[config.mk]
export PLATFORM = sky130hd
export DESIGN_NAME = led_blink_sequencer
export DESIGN_NICKNAME = d
export VERILOG_FILES = /design/src/rtl/led_blink_sequencer.sv
export SDC_FILE = /design/constraint.sdc
export NUM_CORES = 1
export LEC_CHECK = 0
export ABC_AREA = 1
export BUFFER_PORTS_ARGS = -buffer_cell sky130_fd_sc_hd__buf_2
export CORE_MARGIN = 2
export CORE_UTILIZATION = 31
export DETAILED_ROUTE_END_ITERATION = 10
export PLACE_DENSITY = 0.47
export SLEW_MARGIN = 15
export SYNTH_ARGS = -nofsm -noshare
export SYNTH_HDL_FRONTEND = slang
export SYNTH_SLANG_ARGS = --single-unit
[constraint.sdc]
create_clock -name i_clk -period 2.75 [get_ports i_clk]
set_clock_uncertainty 0.15 [all_clocks]
set_input_delay 0.275 -clock i_clk [delete_from_list [all_inputs] [get_ports i_clk]]
set_output_delay 0.275 -clock i_clk [all_outputs]
set_load 0.01 [all_outputs]
[src/rtl/led_blink_sequencer.sv]
// LED blink sequencer.
// Turns a one-cycle start request into N timed LED pulses. Each pulse is
// ON_CYCLES cycles lit followed by OFF_CYCLES cycles dark. A one-cycle
// o_done pulse marks normal completion. i_abort cancels a running sequence
// without a done pulse.
module led_blink_sequencer #(
    parameter int unsigned ON_CYCLES  = 6250000,
    parameter int unsigned OFF_CYCLES = 6250000,
    parameter int unsigned COUNT_W    = 4
) (
    input  logic               i_clk,
    input  logic               i_rst,
    input  logic               i_start,
    input  logic [COUNT_W-1:0] i_count,
    input  logic               i_abort,
    output logic               o_led,
    output logic               o_busy,
    output logic               o_done
);

    // The timer is wide enough to hold the longer of the two phase lengths.
    localparam int unsigned MAX_CYCLES = (ON_CYCLES > OFF_CYCLES) ? ON_CYCLES : OFF_CYCLES;
    localparam int unsigned TIMER_W    = $clog2(MAX_CYCLES + 1);

    // The timer counts down to zero; the phase ends at the edge where it
    // reads zero. Loading N-1 therefore gives a phase exactly N cycles long.
    localparam logic [TIMER_W-1:0] ON_LOAD  = TIMER_W'(ON_CYCLES - 1);
    localparam logic [TIMER_W-1:0] OFF_LOAD = TIMER_W'(OFF_CYCLES - 1);
    localparam logic [TIMER_W-1:0] TIMER_ZERO = '0;
    localparam logic [COUNT_W-1:0] COUNT_ZERO = '0;
    localparam logic [COUNT_W-1:0] COUNT_ONE  = COUNT_W'(1);

    typedef enum logic [1:0] {
        ST_IDLE = 2'd0,
        ST_ON   = 2'd1,
        ST_OFF  = 2'd2
    } state_t;

    state_t             state_q, state_d;
    logic [TIMER_W-1:0] timer_q, timer_d;
    logic [COUNT_W-1:0] remaining_q, remaining_d;
    logic               led_q, led_d;
    logic               busy_q, busy_d;
    logic               done_q, done_d;

    // State, timer, blink counter and registered outputs.
    always_ff @(posedge i_clk) begin
        if (i_rst) begin
            state_q     <= ST_IDLE;
            timer_q     <= '0;
            remaining_q <= '0;
            led_q       <= 1'b0;
            busy_q      <= 1'b0;
            done_q      <= 1'b0;
        end else begin
            state_q     <= state_d;
            timer_q     <= timer_d;
            remaining_q <= remaining_d;
            led_q       <= led_d;
            busy_q      <= busy_d;
            done_q      <= done_d;
        end
    end

    // Next-state logic. The output values computed here are the ones the
    // registers will show in the cycle after the edge, so every branch sets
    // led/busy/done for the state it is entering.
    always_comb begin
        state_d     = state_q;
        timer_d     = timer_q;
        remaining_d = remaining_q;
        led_d       = 1'b0;
        busy_d      = 1'b0;
        done_d      = 1'b0;

        case (state_q)
            ST_IDLE: begin
                // Abort takes priority: a simultaneous start is dropped.
                if (i_start && !i_abort) begin
                    remaining_d = i_count;
                    if (i_count != COUNT_ZERO) begin
                        state_d = ST_ON;
                        timer_d = ON_LOAD;
                        led_d   = 1'b1;
                        busy_d  = 1'b1;
                    end else begin
                        // Zero-length request completes immediately.
                        done_d = 1'b1;
                    end
                end
            end

            ST_ON: begin
                if (i_abort) begin
                    state_d     = ST_IDLE;
                    timer_d     = TIMER_ZERO;
                    remaining_d = COUNT_ZERO;
                end else if (timer_q == TIMER_ZERO) begin
                    // One blink finished lighting; account for it now so the
                    // OFF phase knows whether another blink follows.
                    state_d     = ST_OFF;
                    timer_d     = OFF_LOAD;
                    remaining_d = remaining_q - COUNT_ONE;
                    busy_d      = 1'b1;
                end else begin
                    timer_d = timer_q - 1'b1;
                    led_d   = 1'b1;
                    busy_d  = 1'b1;
                end
            end

            ST_OFF: begin
                if (i_abort) begin
                    state_d     = ST_IDLE;
                    timer_d     = TIMER_ZERO;
                    remaining_d = COUNT_ZERO;
                end else if (timer_q == TIMER_ZERO) begin
                    if (remaining_q != COUNT_ZERO) begin
                        // Next blink starts with no idle gap.
                        state_d = ST_ON;
                        timer_d = ON_LOAD;
                        led_d   = 1'b1;
                        busy_d  = 1'b1;
                    end else begin
                        state_d = ST_IDLE;
                        done_d  = 1'b1;
                    end
                end else begin
                    timer_d = timer_q - 1'b1;
                    busy_d  = 1'b1;
                end
            end

            default: begin
                state_d     = ST_IDLE;
                timer_d     = TIMER_ZERO;
                remaining_d = COUNT_ZERO;
            end
        endcase
    end

    assign o_led  = led_q;
    assign o_busy = busy_q;
    assign o_done = done_q;

endmodule

Yosys cells after proc, flatten, opt, wreduce, memory -nomap -nowiden
Cells that the tools add are included.
{"block": "totals", "ff_bits": 32, "wordCells": 64, "output_inout_bits": 3}
{"block": "classes", "n_addsub": 2, "reduce_logical": 9, "eq_ne": 8, "n_mux": 39}
{"operator": "23-bit 2-to-1 mux", "count": 7}
{"operator": "23-bit one-hot mux with 3 select lines", "count": 1}
{"operator": "23-bit zero test", "count": 1}
{"operator": "23-bit by 1-bit subtractor with 23-bit output (second input constant)", "count": 1}
{"operator": "1-bit 2-to-1 mux", "count": 16}
{"operator": "4-bit 2-to-1 mux", "count": 4}
{"operator": "2-bit 2-to-1 mux", "count": 6}
{"operator": "4-bit one-hot mux with 3 select lines", "count": 1}
{"operator": "4-bit nonzero test", "count": 2}
{"operator": "2-bit != test (second input constant)", "count": 3}
{"operator": "3-bit != test (second input constant)", "count": 2}
{"operator": "1-bit one-hot mux with 3 select lines", "count": 2}
{"operator": "2-bit one-hot mux with 3 select lines", "count": 1}
{"operator": "3-bit AND reduction", "count": 2}
{"operator": "4-bit != test (second input constant)", "count": 1}
{"operator": "4-bit AND reduction", "count": 1}
{"operator": "4-bit by 1-bit subtractor with 4-bit output (second input constant)", "count": 1}
{"operator": "2-bit by 1-bit == test with 1-bit output (second input constant)", "count": 1}
{"operator": "2-bit == test (second input constant)", "count": 1}
{"operator": "2-bit zero test", "count": 1}
{"operator": "1-bit one-hot mux with 2 select lines", "count": 1}
{"operator": "1-bit logical AND", "count": 1}
{"operator": "1-bit zero test", "count": 1}

Depth between registers and ports, before layout
{"block": "logic_depth", "ltp_word": 5, "depth_mapped": 12, "mapped_depth_nobuf": 12}

Least setup slack after synthesis
No wires, ideal clock.
{"block": "synth_path", "path_type": "reg2reg", "startpoint": "register state_q[0]", "endpoint": "register timer_q[17]", "required_ps": 2529, "slack_ps": 963, "setup_ps": 71, "path_stages_with_launch": 12, "path_buffers": 2, "arrival_time_ps": 1567, "cell_sequence": "dfxtp_1 inv_1 ha_1 buf_2 inv_1 a21oi_1 inv_1 nand3_2 inv_2 buf_2 nand2_1 a21oi_1"}
{"block": "synth_between", "elab_chain_len": 3, "word_cells_on_any_way": 8, "cone_classes": "eq/ne (5); mux (1); reduce/logical (2)"}
{"item": "start: declaration", "line_no": "39", "rtl": "state_t state_q, state_d;"}
{"item": "start signal: assignment", "line_no": "56", "rtl": "state_q <= state_d;"}
{"item": "2-bit == test / 2-bit zero test (equally long branches)", "line_no": "76", "rtl": "case (state_q)"}
{"item": "4-bit != test (no line) / 2-bit != test (equally long branches)"}
{"item": "3-bit AND reduction (no line)"}
{"item": "end signal: assignment", "line_no": "57", "rtl": "timer_q <= timer_d;"}
{"item": "end: declaration", "line_no": "40", "rtl": "logic [TIMER_W-1:0] timer_q, timer_d;"}
Several ways; a longest one is shown, not always the timed one.
A chain may end at the register's enable or synchronous reset.

Worst setup path in the final report
{"block": "layout_path", "startpoint": "register timer_q[0]", "endpoint": "register timer_q[0]"}
{"block": "layout_between", "elab_chain_len": 4, "word_cells_on_any_way": 9, "cone_classes": "add/sub (1); eq/ne (1); mux (5); reduce/logical (2)"}
{"item": "23-bit by 1-bit subtractor with 23-bit output / 23-bit zero test (equally long branches)"}
{"item": "23-bit 2-to-1 mux (on tied branches)", "line_no": "117, 98"}
{"item": "23-bit 2-to-1 mux (on tied branches)", "line_no": "113, 94"}
{"item": "23-bit one-hot mux with 3 select lines", "line_no": "76"}
Several ways; a longest one is shown, not always the timed one.

==> results.md <==
* Status: complete, no violations
* Initial antenna violation count at 0
* Most common cell in the synthesized netlist: nand2_1
* Final min period at 2.09 ns
* Critical path launch point type: flop
* Setup Fix Bufs, Post-CTS at 0
* Crit. Startpoint: timer_q[0]
* Worst Setup End Kind: flop
* Area grow syn2layout at 10.1%
* Final hold slack at 0.235 ns
* Avg WL per Cell at 12.0 um
* Reg2reg end: timer_q[0]
* Synth Area in Simple Gates at 42.5%
* Post-synthesis xor/xnor area fraction at 0.389%
* Vias in the first global route at 2088
* Fin. Hold Viols at 0
* Mux contribution to synthesized area at 0%
* Clock buffer depth at 2
* Pins over their slew limit at 0
* Clk slew on worst S/H paths at 0.07 ns
* CP required at 2.83 ns
* Register Area at 641 sq um
* Clock root cell: clkbuf_8
* Largest net degree at the start of global routing at 23
* WP data arrival at 2.17 ns
* Hold path cells at 5
* GPL Wtd Cong at 0.826
* Synth top area share at 28.4%
* Top_reg_cell synth: dfxtp_1
* Syn nets at 387
* RSZ-0062 raised after global routing: false
* Number of synthesized flops with an enable pin at 0
* First-pass GRT wire length at 9.83 mm
* Final ANT Viol Nets at 0
* Largest family of logic cells by synthesized area: simple AND/OR/NAND/NOR gates
* Total track usage at 16.0%
* DPL Wire Length at 4.38 mm
* Adder-Cell Fraction of Synth Area at 3.89%
* Setup TNS at 0 ns
* Antenna diode count at 0
* Synth Area in Compound Gates at 14.0%
* Final Setup Violations at 0
* Number of vias per cell at 4.54
* Max Cap Viol at 0
* Endpoint, Worst Hold: remaining_q[3]
* Worst Setup Slack, final at 0.657 ns
* Vias at 2188
* Commonest cells in the netlist: nand2_1 (98), nor2_1 (64), inv_1 (47)
* Drt pass-1 iters at 4
* Detailed-route DRC error count at 0
* Area of the multi-input gates at 1370 sq um
* FFs w/ async S/R, synth at 0%
* Die W at 89.2 um
* Worst slew pin tran at 0.449 ns
* Clock Latency Late Sink at 0.29 ns
* Period Utilization, post-route at 76.1%
* Critical setup path kind: reg2reg
* Hold_buf cts at 0
* Num rows at 31
* Htree depth at 2
* Top cells by area, synth: dfxtp_1 (28%), nand2_1 (16%), nor2_1 (11%), inv_1 (7.8%), a21oi_1 (7.8%)
* I/O Buffers at 10
* Hold Path Origin: i_count[3]
* # fillers at 827
* Final wirelength at 5.78 mm
* Post-CTS resize count at 0
* Mapped Cells at 372
* Ports at 11
* Crit path max fanout at 22
* R2R Setup Slk at 0.66 ns
* CTS buffer count at 5
* R2R cell count at 10
* Cell type with the largest total area after synthesis: dfxtp_1
* Initial DRC Count at 110
* Tightest Hold Check Type: in2reg
* Die ar. at 7960 sq um
* Mean Syn Cell Area at 6.05 sq um
* Library cells used by synthesis at 32
* CTS tree: built
* Core area at 7140 sq um
* FF-to-FF Start: timer_q[0]
* DP Worst Slack at 0.669 ns
* #FFs+latches synth at 32
* Synth warn at 0
* Fmax at 478 MHz
* Gr ovfl total at 0
* Sinks on the clock net at 32
* Starting density of the core at 31.6%
* Max_slew headroom at 70.1%
* Core Util, Final at 34.7%
* Die H at 89.2 um
* Layout cells sized above 1 at 10.4%
* Synthesized cell area at 2250 sq um
* Register area share after synthesis at 28.4%
* Layout net count at 397
## flip-flops by register name (all words and copies together), names as in the netlist
name and count:
o_busy 1, timer_q 23, o_led 1, state_q 2
o_done 1, remaining_q 4
## logic make-up (layout without fill, tap and decap cells)
logic type,count (synthesis),in the layout
and+or+nand+nor,212,212
AOI/OAI and AO/OA,60,60
buffers and inverters,60,71
DFF,32,32
adders and majority gates,7,7
xor gates and xnor gates,1,1
## layer usage
layer | part of all wire (%) | global-route usage [%] | vias up
li1 | - | - | 1201
met5 | 0 | 0 | -
met3 | 2.6 | 3.05 | 10
met4 | 2.2 | 5.83 | 0
met1 | 52 | 22.0 | 948
met2 | 43 | 24.8 | 29
## placed cells by master, fill, tap and decap left out, drive strengths merged
cell	Yosys	final
nand2	101	101
nor2	72	72
inv	51	51
a21oi	35	35
dfxtp	32	32
nand3	27	27
o21ai	18	18
buf	5	12
clkbuf	4	8
ha	7	7
nand4	4	4
nor3	3	3
o21bai	2	2
a211oi	2	2
o22ai	2	2
nand3b	2	2
xnor2	1	1
and3	1	1
nor4	1	1
o31ai	1	1
or2	1	1
## cell type report
type | instances | area share [%]
clock buffer | 8 | 3.63
inverter | 51 | 7.72
multi-input combinational | 280 | 55.2
sequential | 32 | 25.8
tap | 99 | 4.99
timing repair buffer | 12 | 2.62
## metrics by stage
stage | instance area, sq um | std cells
after floorplan | 2250 | 372
after global placement | 2390 | 474
after detailed placement | 2390 | 474
after CTS | 2480 | 482
after global routing | 2480 | 482
final | 2480 | 482
## worst max-delay path, stage by stage (launching register included)
cell,delay [ns]
dfxtp_1,0.32
inv_1,0.13
ha_1,0.31
nand4_2,0.18
nor2_4,0.15
nand4_4,0.12
nand2_4,0.26
inv_2,0.16
nor2_1,0.11
nor2_1,0.05
nor2_1,0.08
## worst max path at each step
stage,slack [ns],endpoint,cells past startpoint
2_1_floorplan,0.96,timer_q[17],11
5_1_grt,0.43,timer_q[1],10
6_report,0.66,timer_q[0],10
3_3_place_gp,0.72,timer_q[6],9
3_5_place_dp,0.67,timer_q[3],10
4_1_cts,0.65,timer_q[3],10
Power is left out: the tool's default activity adds up to more than one toggle a clock period on the data nets, which glitch-free logic cannot reach.
